## src/rtl/mon_fifo_ctrl.sv

```systemverilog
// Pointer manager and write/read arbiter for the monitor data FIFO.
// Captures pass through a one-entry skid; pops are single-word and never overlap.
module mon_fifo_ctrl #(
    parameter int AW = 11,
    parameter int DW = 18
) (
    input  logic          clk,
    input  logic          rst_x,
    input  logic          clr,
    input  logic          cap_valid,
    input  logic [DW-1:0] cap_data,
    input  logic          rd_req,
    output logic          rd_busy,
    output logic          rd_valid,
    output logic          rd_nack,
    output logic [DW-1:0] rd_data,
    output logic          fifo_wrreq,
    output logic [AW-1:0] fifo_waddr,
    output logic [DW-1:0] fifo_wdata,
    output logic          fifo_rdreq,
    output logic [AW-1:0] fifo_raddr,
    input  logic [DW-1:0] fifo_rdata,
    output logic [AW-1:0] level,
    output logic [15:0]   ovf_cnt
);

    typedef enum logic {
        SIDE_RD = 1'b0,
        SIDE_WR = 1'b1
    } side_e;

    logic [AW-1:0] wptr_q, wptr_d;
    logic [AW-1:0] rptr_q, rptr_d;
    logic          hold_vld_q, hold_vld_d;
    logic [DW-1:0] hold_data_q, hold_data_d;
    logic          rd_pend_q, rd_pend_d;
    logic          rd_out_q, rd_out_d;
    logic          nack_q, nack_d;
    side_e         last_w_q, last_w_d;
    logic [15:0]   ovf_cnt_q, ovf_cnt_d;

    logic [AW-1:0] wptr_inc;
    logic          empty, full;
    logic          w_req, r_req, discard, contested;
    logic          w_gnt, r_gnt;
    logic          hold_free, drop_cap, pop_accept;
    logic [16:0]   ovf_sum;

    // Grants depend on registered state only, so the RAM request ports have no input path.
    always_comb begin
        wptr_inc  = wptr_q + 1'b1;
        empty     = (rptr_q == wptr_q);
        full      = (rptr_q == wptr_inc);
        w_req     = hold_vld_q & ~full;
        discard   = hold_vld_q & full;
        r_req     = rd_pend_q;
        contested = w_req & r_req;
        w_gnt     = w_req & (~r_req | (last_w_q == SIDE_RD));
        r_gnt     = r_req & ~w_gnt;
        hold_free = ~hold_vld_q | w_gnt | discard;
        drop_cap  = cap_valid & ~hold_free;
        pop_accept = rd_req & ~(rd_pend_q | rd_out_q);
        ovf_sum   = {1'b0, ovf_cnt_q} + {16'd0, drop_cap} + {16'd0, discard};
    end

    // NOTE: every next-state signal gets its hold value first, so no path can infer a latch.
    always_comb begin
        wptr_d      = wptr_q;
        rptr_d      = rptr_q;
        hold_vld_d  = hold_vld_q;
        hold_data_d = hold_data_q;
        rd_pend_d   = rd_pend_q;
        rd_out_d    = 1'b0;
        nack_d      = 1'b0;
        last_w_d    = last_w_q;
        ovf_cnt_d   = ovf_cnt_q;
        if (clr) begin
            wptr_d      = '0;
            rptr_d      = '0;
            hold_vld_d  = 1'b0;
            hold_data_d = '0;
            rd_pend_d   = 1'b0;
            last_w_d    = SIDE_RD;
            ovf_cnt_d   = '0;
        end else begin
            if (w_gnt) wptr_d = wptr_inc;
            if (r_gnt) begin
                rptr_d    = rptr_q + 1'b1;
                rd_pend_d = 1'b0;
            end
            rd_out_d = r_gnt;
            if (pop_accept && !empty) rd_pend_d = 1'b1;
            nack_d = pop_accept & empty;
            if (cap_valid && hold_free) begin
                hold_vld_d  = 1'b1;
                hold_data_d = cap_data;
            end else if (hold_free) begin
                hold_vld_d = 1'b0;
            end
            if (contested) last_w_d = w_gnt ? SIDE_WR : SIDE_RD;
            ovf_cnt_d = ovf_sum[16] ? 16'hFFFF : ovf_sum[15:0];
        end
    end

    // NOTE: state registers use non-blocking assignments so all flops update together at the edge.
    always_ff @(posedge clk) begin
        if (!rst_x) begin
            wptr_q      <= '0;
            rptr_q      <= '0;
            hold_vld_q  <= 1'b0;
            hold_data_q <= '0;
            rd_pend_q   <= 1'b0;
            rd_out_q    <= 1'b0;
            nack_q      <= 1'b0;
            last_w_q    <= SIDE_RD;
            ovf_cnt_q   <= '0;
        end else begin
            wptr_q      <= wptr_d;
            rptr_q      <= rptr_d;
            hold_vld_q  <= hold_vld_d;
            hold_data_q <= hold_data_d;
            rd_pend_q   <= rd_pend_d;
            rd_out_q    <= rd_out_d;
            nack_q      <= nack_d;
            last_w_q    <= last_w_d;
            ovf_cnt_q   <= ovf_cnt_d;
        end
    end

    // A flush in the delivery cycle also cancels the response that was about to appear.
    assign rd_valid   = rd_out_q & ~clr;
    assign rd_nack    = nack_q & ~clr;
    assign rd_data    = rd_out_q ? fifo_rdata : '0;
    assign rd_busy    = rd_pend_q | rd_out_q;
    assign fifo_wrreq = w_gnt;
    assign fifo_waddr = wptr_q;
    assign fifo_wdata = hold_data_q;
    assign fifo_rdreq = r_gnt;
    assign fifo_raddr = rptr_q;
    assign level      = wptr_q - rptr_q;
    assign ovf_cnt    = ovf_cnt_q;

endmodule

```

## config.mk

```make
export PLATFORM = sky130hd
export DESIGN_NAME = mon_fifo_ctrl
export DESIGN_NICKNAME = d
export VERILOG_FILES = /design/src/rtl/mon_fifo_ctrl.sv
export SDC_FILE = /design/constraint.sdc
export NUM_CORES = 1
export LEC_CHECK = 0
export BUFFER_PORTS_ARGS = -buffer_cell sky130_fd_sc_hd__buf_2
export CAP_MARGIN = 0
export CORE_ASPECT_RATIO = 0.7
export CORE_MARGIN = 5
export CORE_UTILIZATION = 46
export CTS_CLUSTER_SIZE = 10
export DETAILED_ROUTE_END_ITERATION = 8
export PLACE_DENSITY = 0.75
export RECOVER_POWER = 100
export SYNTH_ARGS = -nofsm -noshare
export SYNTH_HDL_FRONTEND = slang
export SYNTH_SLANG_ARGS = --single-unit
```

## constraint.sdc

```tcl
create_clock -name clk -period 3.9 [get_ports clk]
set_clock_uncertainty 0.1 [all_clocks]
set_input_delay 0.39 -clock clk [delete_from_list [all_inputs] [get_ports clk]]
set_output_delay 0.39 -clock clk [all_outputs]
set_load 0.05 [all_outputs]
```

==> flow_metrics.py, run 1 <==
metrics = {
    "sta": {
        "relSlewSlack_pct": 29.2,
        "tns_ps": 0,
        "worst_slew_pin_slew_ps": 1060,
        "min_period_over_period_pct": 94.7,
        "fin_ws_ps": 207,
        "report.final.slew_viol_count": 0,
        "finalCriticalPeriod_ps": 3690,
        "setup_viol": 0,
        "finalHoldViolations": 0,
        "fmax_ghz": 0.271,
    },
    "worst_setup_path": {
        "cp_cell_sequence": "buf_4, and4_1, nand2_1, a21oi_1, o2111a_2, nand3_1, fa_2, inv_1, ha_2, and3_4, and3_4, and3_4, and2_4, nand4_1, buf_4, a21oi_1",
        "cp_num_buf_inv": 3,
        "crit_fanout": 6,
        "worst_setup_path_end_kind": "flip-flop",
        "critPathTopFamily": "simple AND/OR/NAND/NOR gates",
        "start_kind": "flip-flop",
        "crit_path_frequent_cell": "and3_4",
        "arrival_ps": 3830,
        "required_ps": 4040,
        "path_class": "reg -> reg",
        "slowest_delay_ps": 380,
        "cp_slowest_cell": "fa_2",
    },
    "floorplan": {
        "initial_utilization_pct": 46.4,
        "dieHeight_um": 86.8,
        "fp-row-count": 28,
        "fp.coreArea_um2": 8340,
        "die_w_um": 120,
        "die-area_um2": 10400,
        "io_pins": 131,
    },
    "detailed_routing": {
        "drtAntennaViolNets": 0,
        "firstDrtPassIters": 4,
        "wl_per_cell_um": 16.1,
        "dr.first_iter.drc_count": 202,
        "vias_per_cell": 5.62,
        "vias": 3875,
        "wl_um": 11100,
        "drc": 0,
    },
    "synth": {
        "synth_top_cells_by_area": "dfxtp_1 32%, a21oi_1 5.9%, a41o_1 4.9%",
        "synth_top_area_cell": "dfxtp_1",
        "async_reset_ff_share_pct": 0,
        "synth_nets": 515,
        "synth_seq_cells": 61,
        "synth_cell_types": 66,
        "syn_avg_cell_area_um2": 8.44,
        "synth_top_area_share_pct": 31.5,
        "netlist_instances": 459,
        "synth-edff-count": 0,
        "syn-cell-area_um2": 3870,
        "ys.flop_type": "dfxtp_1",
        "ys_seq_area_share_pct": 31.5,
        "synth_warnings": 0,
    },
    "clocking": {
        "htree_num_levels": 3,
        "cts_inserted_buffers": 9,
        "cts.path.max_buffers": 2,
        "clkLatencyLatePin_ps": 320,
        "cts_hold_buf": 0,
        "cts.sinks": 61,
        "clkTransAtPathRegs_ps": 50,
        "ctsRootBufferMaster": "clkbuf_16",
        "tritoncts": "done",
    },
    "placed_design": {
        "dp_hpwl_um": 8180,
        "place_ws_ps": -19.3,
        "io_buffers": 130,
        "gp_congestion": 0.897,
        "dp.cells": 669,
    },
    "power_and_ir_drop": {
        "p_leak_nw": 2.02,
        "totalPowerFinal_mw": 1.55,
        "peakVddDrop_v": 0.000209,
        "powerDensity_nw_per_um2": 318,
    },
    "finish": {
        "layoutNonFillerInstCount": 690,
        "area_growth_pct": 25.6,
        "final_nets": 637,
        "antenna_cells": 0,
        "final_util_pct": 58.3,
        "layout-drive-gt1-share_pct": 20.5,
    },
    "job": {
        "max_cap_violations": 0,
    },
    "grt": {
        "grt_max_degree": 51,
        "antenna_found_initial": 1,
        "grt-ovfl-total": 0,
        "grtUsageTotal_pct": 21.5,
        "grt_pass1_wl_um": 18300,
        "grt_pass1_vias": 3731,
    },
    "hold_path": {
        "hp-class": "in -> reg",
    },
    "outcome": {
        "status": "finished, final reports clean",
    },
}
-- state kept, by name, summed over array words and instances, names as in the netlist --
name	cells
ovf_cnt	16
fifo_wdata	18
hold_vld_q	1
rd_out_q	1
fifo_raddr	11
fifo_waddr	11
nack_q	1
r_req	1
last_w_q	1
-- worst paths after layout --
kind / slack [ps] / startpoint / cells past startpoint / endpoint
max reg2reg: 210 / fifo_waddr[1]$_SDFFE_PP0P_ / 16 / ovf_cnt[9]$_SDFF_PP0_
min: 210 / cap_data[15] / 2 / fifo_wdata[15]$_SDFFE_PP0P_
min reg2reg: 440 / fifo_raddr[0]$_SDFFE_PP0P_ / 2 / fifo_raddr[0]$_SDFFE_PP0P_
max: 210 / fifo_waddr[1]$_SDFFE_PP0P_ / 16 / ovf_cnt[9]$_SDFF_PP0_
-- synth_stat cells (2+ instances only) --
| master | number |
|---|---|
| or4_1 | 6 |
| buf_2 | 2 |
| o31ai_1 | 3 |
| and3_1 | 11 |
| o21ai_1 | 3 |
| nand2b_1 | 2 |
| buf_6 | 6 |
| a21o_1 | 2 |
| ha_1 | 13 |
| or3_1 | 11 |
| clkbuf_1 | 18 |
| xnor2_1 | 17 |
| nor2_1 | 15 |
| o2111ai_4 | 2 |
| a311oi_1 | 2 |
| buf_4 | 6 |
| nor4_1 | 4 |
| a21oi_1 | 46 |
| a31oi_1 | 4 |
| o21ai_0 | 17 |
| nor2b_1 | 6 |
| nand2_1 | 44 |
| dfxtp_1 | 61 |
| fa_1 | 2 |
| and4_1 | 5 |
| a41o_1 | 19 |
| o21a_1 | 2 |
| o211ai_1 | 3 |
| xor2_1 | 14 |
| o211ai_2 | 2 |
| a21boi_0 | 2 |
| nand3_1 | 15 |
| nor3_1 | 7 |
| and2_1 | 21 |
| nand4_1 | 11 |
| inv_1 | 25 |
-- worst register-to-register path: cells and delay by family, from the launching register on --
kind	cells	cell delay (ps)
AO/OA/AOI/OAI	3	680
adder cells (fa/ha/maj)	2	560
buffers and inverters	3	420
flip-flops	1	370
AND/OR/NAND/NOR	8	1470
-- logic make-up (layout without fill, tap and decap cells) --
family | after synthesis | count (layout) | share of synthesized area (%)
compound gates | 123 | 123 | 23.6
xor+xnor | 32 | 32 | 7.43
fa+ha+maj | 15 | 15 | 5.23
buf+inv | 59 | 185 | 7.69
flops | 61 | 61 | 31.5
mux | 1 | 1 | 0.258
simple gates | 168 | 168 | 24.2
-- power by group --
part | internal (mW) | leakage (nW) | switching [mW]
sequential | 0.629 | 0.499 | 0.00453
clock | 0.546 | 0.150 | 0.267
combinational | 0.0318 | 1.37 | 0.0699
total | 1.21 | 2.02 | 0.341
-- layer usage --
layer	part of all wire, %	GRT usage [%]	wire [um]
met1	44	27.9	4830
met2	47	34.8	5190
met3	8.5	6.78	938
met4	1.1	5.82	125
met5	0.063	0	7
-- layout by cell type (no fill, tap or decap), drive strengths merged, types with 2 or more instances in the layout --
master	Yosys	routed
clkbuf	18	90
buf	15	67
dfxtp	61	61
a21oi	46	46
nand2	44	44
inv	25	25
and2	21	21
o21ai	21	21
a41o	19	19
xnor2	17	17
nand3	15	15
nor2	15	15
xor2	15	15
ha	13	13
nand4	12	12
or3	12	12
and3	11	11
nor3	8	8
or4	6	6
nor2b	6	6
o211ai	6	6
and4	5	5
nor4	5	5
a31oi	4	4
o31ai	3	3
o2111ai	3	3
a21boi	3	3
nand2b	2	2
a21o	2	2
o21a	2	2
a311oi	2	2
fa	2	2
-- final cells by class --
type / count / area, um2
Inverter: 25 / 93.8
Multi-Input combinational cell: 339 / 2420
Tap cell: 105 / 131
Timing Repair Buffer: 145 / 669
Fill cell: 801 / 3470
Clock buffer: 12 / 268
Clock inverter: 3 / 42.5
Sequential cell: 61 / 1240
-- timing repair --
action	4_1_cts	5_1_grt
buffers inserted	0	5
gates cloned	0	1
resized for setup	1	15
endpoints found under the setup margin	13	15
pin swaps	0	3
-- metrics by stage --
step	area [um2]	hold slack (ps)
2_1_floorplan	3910	416
3_3_place_gp	4560	412
3_5_place_dp	4560	418
4_1_cts	4870	200
5_1_grt	4860	193
6_report	4860	207
Note: power is estimated with default switching activity, not from simulation.
==> run 2: changes to the inputs <==
CORE_UTILIZATION = 55   (was 46)
PLACE_DENSITY = 0.84   (was 0.75)
clock period = 4.6 ns   (was 3.9 ns; I/O delays follow)
==> run 2 against run 1 <==
Core utilization rose by 9.2 points. Register-to-register slack improved by 130 ps. Highest routed layer is now met4. Die area fell by 15%. Routed wire length fell by 1.3%. Largest cell class unchanged. Sequential power fell by 15%. Cell count fell by 3.5%. Power fell by 20%. The flow now finishes with violations (capacitance limit, slew limit). Via count fell by 0.18%. Maximum frequency fell by 13%. Non-clock buffer count fell by 14. Worst setup slack improved by 130 ps. Sequential cell count did not move.
==> flow_metrics.py, run 2 (synthesized netlist as in run 1, its figures left out) <==
metrics = {
    "worst_setup_path": {
        "required_ps": 4770,
        "crit_fanout": 13,
        "slowest_delay_ps": 450,
        "start_kind": "flip-flop",
        "arrival_ps": 4430,
        "cp_slowest_cell": "dfxtp_1",
        "worst_setup_path_end_kind": "flip-flop",
        "crit_path_frequent_cell": "and3_1",
        "r2r_slack_ps": 340,
        "path_class": "reg -> reg",
        "worstReg2RegEnd": "ovf_cnt[1]$_SDFF_PP0_",
        "cp_cell_sequence": "ha_2, and3_2, a41oi_1, o21ba_1, o211ai_4, o21ai_1, nor2_1, nand2_1, fa_1, inv_1, ha_1, and3_1, and3_1, and3_1, and2_0, nand4_1, buf_4, a21oi_1",
        "reg2reg_from": "fifo_waddr[0]$_SDFFE_PP0P_",
        "reg2regPathDepth": 18,
    },
    "floorplan": {
        "die_w_um": 110,
        "die-area_um2": 8850,
        "io_pins": 131,
        "fp.coreArea_um2": 6790,
        "initial_utilization_pct": 57.1,
        "dieHeight_um": 80.2,
        "fp-row-count": 25,
    },
    "power_and_ir_drop": {
        "p_leak_nw": 1.87,
        "peakVddDrop_v": 0.000186,
        "powerDensity_nw_per_um2": 270,
        "totalPowerFinal_mw": 1.24,
    },
    "finish": {
        "layout_common_cells": "88 x clkbuf_1, 60 x dfxtp_1, 46 x a21oi_1, 44 x nand2_1, 40 x buf_2",
        "final_common_cell": "clkbuf_1",
        "final_nets": 623,
        "largest_reg_flops": 18,
        "multi_input_area_um2": 2340,
        "regArea_um2": 1220,
        "antenna_cells": 0,
        "layout-drive-gt1-share_pct": 13.8,
        "n_fill_cell": 613,
        "area_growth_pct": 18.3,
    },
    "sta": {
        "fmax_ghz": 0.235,
        "report.final.slew_viol_count": 23,
        "relSlewSlack_pct": -0.673,
        "tns_ps": 0,
        "min_period_over_period_pct": 92.6,
        "rsz0062_at_grt": "no",
        "setup_viol": 0,
        "finalHoldViolations": 0,
        "worst_slew_pin_slew_ps": 1500,
        "finalCriticalPeriod_ps": 4260,
    },
    "grt": {
        "grt_max_degree": 51,
        "grtUsageTotal_pct": 24.7,
        "grt-ovfl-total": 0,
        "busiest_layer": "met2",
        "grt_pass1_wl_um": 17100,
        "grt_pass1_vias": 3594,
        "antenna_found_initial": 0,
        "use_met3_pct": 8.84,
        "grt_util_met1_pct": 30.6,
        "met2_usage_pct": 39.2,
    },
    "detailed_routing": {
        "drc": 0,
        "drtAntennaViolNets": 0,
        "wl_um": 10900,
        "wl_per_cell_um": 16.4,
        "vias": 3868,
        "vias_per_cell": 5.81,
        "dr.first_iter.drc_count": 253,
        "firstDrtPassIters": 4,
    },
    "clocking": {
        "postCtsSetupRepairBufs": 0,
        "clkLatencyLatePin_ps": 350,
        "ctsRootBufferMaster": "clkbuf_8",
        "tritoncts": "done",
        "cts_hold_buf": 0,
        "htree_num_levels": 3,
        "clkTransAtPathRegs_ps": 70,
        "cts.sinks": 61,
        "cts_resized": 0,
        "cts.path.max_buffers": 2,
        "cts_inserted_buffers": 9,
    },
    "outcome": {
        "violations": "capacitance limit, slew limit",
        "status": "complete, but fails checks",
    },
    "hold_path": {
        "min_from": "cap_data[5]",
        "hp-class": "in -> reg",
        "whs_path_depth": 2,
        "hold_end": "fifo_wdata[5]$_SDFFE_PP0P_",
    },
    "placed_design": {
        "gp_congestion": 0.918,
        "dp_hpwl_um": 8000,
        "io_buffers": 130,
    },
    "job": {
        "max_cap_violations": 1,
    },
}
==> run 2: cell count changes in the layout (fill, tap and decap cells not counted), sizes merged <==
| cell | before | now |
|---|---|---|
| clkbuf | 90 | 101 |
| buf | 67 | 41 |
| bufinv | 1 | 3 |
==> run 2: cell type report <==
type | count | share of cell area, %
sequential | 61 | 26.7
tap | 94 | 2.57
clock buffer | 11 | 3.31
clock inverter | 5 | 2.32
multi-input combinational | 339 | 51.1
inverter | 25 | 2.05
timing repair buffer | 131 | 12.0
==> run 2: worst max-delay path: cells and delay by family (launching register included) <==
kind | cells | cell delay (ps)
AOI/OAI and AO/OA | 5 | 910
adders and majority gates | 3 | 890
DFF | 1 | 450
and+or+nand+nor | 8 | 1540
buffers and inverters | 2 | 270
==> run 2: metal layers <==
layer  up-vias  part of all wire, %
met5         -                    0
met4         0                  2.0
met3        24                   11
met2       172                   46
met1      1791                   41
li1       1881                    -
==> run 2: worst max-delay path by stage <==
stage | start | to | slack, ps | cells past startpoint
floorplan | fifo_waddr[1]$_SDFFE_PP0P_ | ovf_cnt[10]$_SDFF_PP0_ | 220 | 19
global placement | fifo_waddr[1]$_SDFFE_PP0P_ | ovf_cnt[1]$_SDFF_PP0_ | 500 | 18
detailed placement | fifo_waddr[1]$_SDFFE_PP0P_ | ovf_cnt[0]$_SDFF_PP0_ | 270 | 18
CTS | fifo_waddr[1]$_SDFFE_PP0P_ | ovf_cnt[1]$_SDFF_PP0_ | 190 | 18
global route | fifo_waddr[0]$_SDFFE_PP0P_ | ovf_cnt[1]$_SDFF_PP0_ | 20 | 18
finish | fifo_waddr[0]$_SDFFE_PP0P_ | ovf_cnt[1]$_SDFF_PP0_ | 340 | 18
==> run 2: through the flow <==
step                      setup WS (ps)  instances  area [um2]  hold slack [ps]  utilization [%]
after floorplan                     225        459        3870              416                -
after global placement              498        650        4450              419             65.6
after detailed placement            271        650        4450              419             65.6
after CTS                           194        666        4710              234             69.4
after global routing               17.9        666        4580              237             67.5
final                               339        666        4580              240             67.5
==> run 2: report_power, final <==
| group | switching [mW] | internal, mW |
|---|---|---|
| clock network | 0.227 | 0.390 |
| registers | 0.00409 | 0.534 |
| logic | 0.0575 | 0.0243 |
==> run 3: changes to the inputs <==
CORE_UTILIZATION = 45   (was 55)
GPL_ROUTABILITY_DRIVEN = 0   (was not set)
PLACE_DENSITY = 0.71   (was 0.84)
==> run 3 against run 2 <==
The run ends with capacitance limit left. Worst setup slack improved by 140 ps. Sequential share of layout area is 0.45 points lower. Sequential power hardly changed. Sequential cell count unchanged. Cell count increased by 2.3%. Non-clock buffer count rose by 4. Critical endpoint is now ovf_cnt[0]$_SDFF_PP0_. Largest cell class unchanged.
==> flow_metrics.py, run 3 (synthesized netlist as in run 1, its figures left out) <==
metrics = {
    "outcome": {
        "status": "complete, but fails checks",
        "violations": "capacitance limit",
    },
    "sta": {
        "finalCriticalPeriod_ps": 4130,
        "report.final.slew_viol_count": 0,
        "rsz0062_at_grt": "no",
        "tns_ps": 0,
        "relSlewSlack_pct": 1.20,
        "min_period_over_period_pct": 89.7,
        "fmax_ghz": 0.242,
        "hold_ws_ps": 266,
        "finalHoldViolations": 0,
        "setup_viol": 0,
        "worst_slew_pin_slew_ps": 1480,
    },
    "floorplan": {
        "die_w_um": 121,
        "io_pins": 131,
        "dieHeight_um": 87.6,
        "die-area_um2": 10600,
        "fp.coreArea_um2": 8410,
        "fp-row-count": 28,
        "initial_utilization_pct": 46.1,
    },
    "detailed_routing": {
        "drt-met1-wl_um": 4830,
        "wl_met2_um": 4820,
        "dr.first_iter.drc_count": 288,
        "drc": 0,
        "top_layer": "met4",
        "wl_per_cell_um": 16.0,
        "dr_wl_met3_um": 1160,
        "vias_per_cell": 5.69,
        "firstDrtPassIters": 5,
        "wl_um": 10900,
        "drtAntennaViolNets": 0,
        "vias": 3878,
    },
    "clocking": {
        "clkTransAtPathRegs_ps": 50,
        "cts.path.max_buffers": 2,
        "ctsRootBufferMaster": "clkbuf_16",
        "cts.sinks": 61,
        "htree_num_levels": 3,
        "clkLatencyLatePin_ps": 330,
        "tritoncts": "done",
        "cts_hold_buf": 0,
        "cts_inserted_buffers": 9,
    },
    "power_and_ir_drop": {
        "p_switching_mw": 0.295,
        "power_frac_clock_pct": 51.5,
        "p_int_mw": 0.990,
        "powerDensity_nw_per_um2": 276,
        "p_leak_nw": 1.92,
        "swShare_pct": 22.9,
        "pwr-share-seq_pct": 41.9,
        "power_frac_comb_pct": 6.5,
        "peakVddDrop_v": 0.000269,
    },
    "finish": {
        "antenna_cells": 0,
        "n_fill_cell": 800,
        "layoutNonFillerInstCount": 681,
        "final_common_cell": "clkbuf_1",
        "final_util_pct": 55.4,
        "layout_common_cells": "89 x clkbuf_1, 61 x dfxtp_1, 46 x a21oi_1, 44 x nand2_1, 40 x buf_2",
        "layout-drive-gt1-share_pct": 13.7,
        "largest_reg_flops": 18,
        "fin_area_um2": 4650,
        "final_nets": 627,
        "area_growth_pct": 20.2,
    },
    "grt": {
        "antenna_found_initial": 0,
        "grt_max_degree": 51,
        "grtUsageTotal_pct": 21.0,
        "grt-ovfl-total": 0,
        "grt_pass1_wl_um": 18000,
        "grt_pass1_vias": 3631,
    },
    "placed_design": {
        "io_buffers": 130,
        "dp.cells": 664,
        "dp_hpwl_um": 8130,
        "place_area_um2": 4490,
    },
    "worst_setup_path": {
        "crit_path_frequent_cell": "and3_1",
        "worst_setup_path_end_kind": "flip-flop",
        "cp_cell_sequence": "ha_1, and3_1, a41oi_1, o21ba_1, o211ai_4, o21ai_1, nor2_1, nand2_1, fa_1, inv_1, ha_1, and3_1, and3_1, and3_1, and2_0, nand4_1, buf_4, a21oi_1",
        "start_kind": "flip-flop",
        "critPathTopFamily": "simple AND/OR/NAND/NOR gates",
        "path_class": "reg -> reg",
        "cp_slowest_cell": "fa_1",
        "crit_fanout": 13,
        "required_ps": 4750,
        "arrival_ps": 4280,
        "cp_num_buf_inv": 2,
        "r2r_slack_ps": 470,
        "slowest_delay_ps": 420,
    },
    "job": {
        "max_cap_violations": 1,
    },
    "hold_path": {
        "hp-class": "in -> reg",
    },
}
==> run 3: layer usage <==
metal	global-route usage [%]	vias to the layer above
met1	29.1	1815
met5	0	-
met2	31.4	168
met4	4.12	0
met3	8.26	10
li1	-	1885
==> run 3: path summary, 6_finish.rpt <==
check,startpoint,to,cells after the start
worst min register to register,ovf_cnt[12]$_SDFF_PP0_,ovf_cnt[12]$_SDFF_PP0_,2
worst min-delay path,cap_data[5],fifo_wdata[5]$_SDFFE_PP0P_,2
worst max register to register,fifo_waddr[0]$_SDFFE_PP0P_,ovf_cnt[0]$_SDFF_PP0_,18
worst max-delay path,fifo_waddr[0]$_SDFFE_PP0P_,ovf_cnt[0]$_SDFF_PP0_,18
==> run 3: stage by stage <==
step	setup WS [ps]	power, mW
6_report	475	1.28
5_1_grt	138	1.33
4_1_cts	158	1.30
3_5_place_dp	184	0.636
3_3_place_gp	396	0.634
2_1_floorplan	225	0.606
==> run 3: final cells by class <==
class	count	area [um2]	area share, %
repair buffers	135	578	12.4
clock buffers	11	243	5.22
flip-flops and latches	61	1220	26.2
multi-input cells	339	2340	50.2
well taps	105	131	2.82
clock inverters	5	50.0	1.08
inverters	25	93.8	2.02
==> run 3: timing repair <==
item | 4_1_cts | 5_1_grt
gates resized for setup | 0 | 0
endpoints found under the setup margin | 0 | 13
setup buffers | 0 | 1
==> run 3: power by group through the flow <==
| stage | clock network, mW | logic (mW) | registers, mW |
|---|---|---|---|
| CTS | 0.676 | 0.0868 | 0.539 |
| global placement | 0 | 0.0844 | 0.549 |
| finish | 0.662 | 0.0841 | 0.539 |
| floorplan | 0 | 0.0376 | 0.569 |
| global route | 0.702 | 0.0915 | 0.539 |
| detailed placement | 0 | 0.0865 | 0.550 |
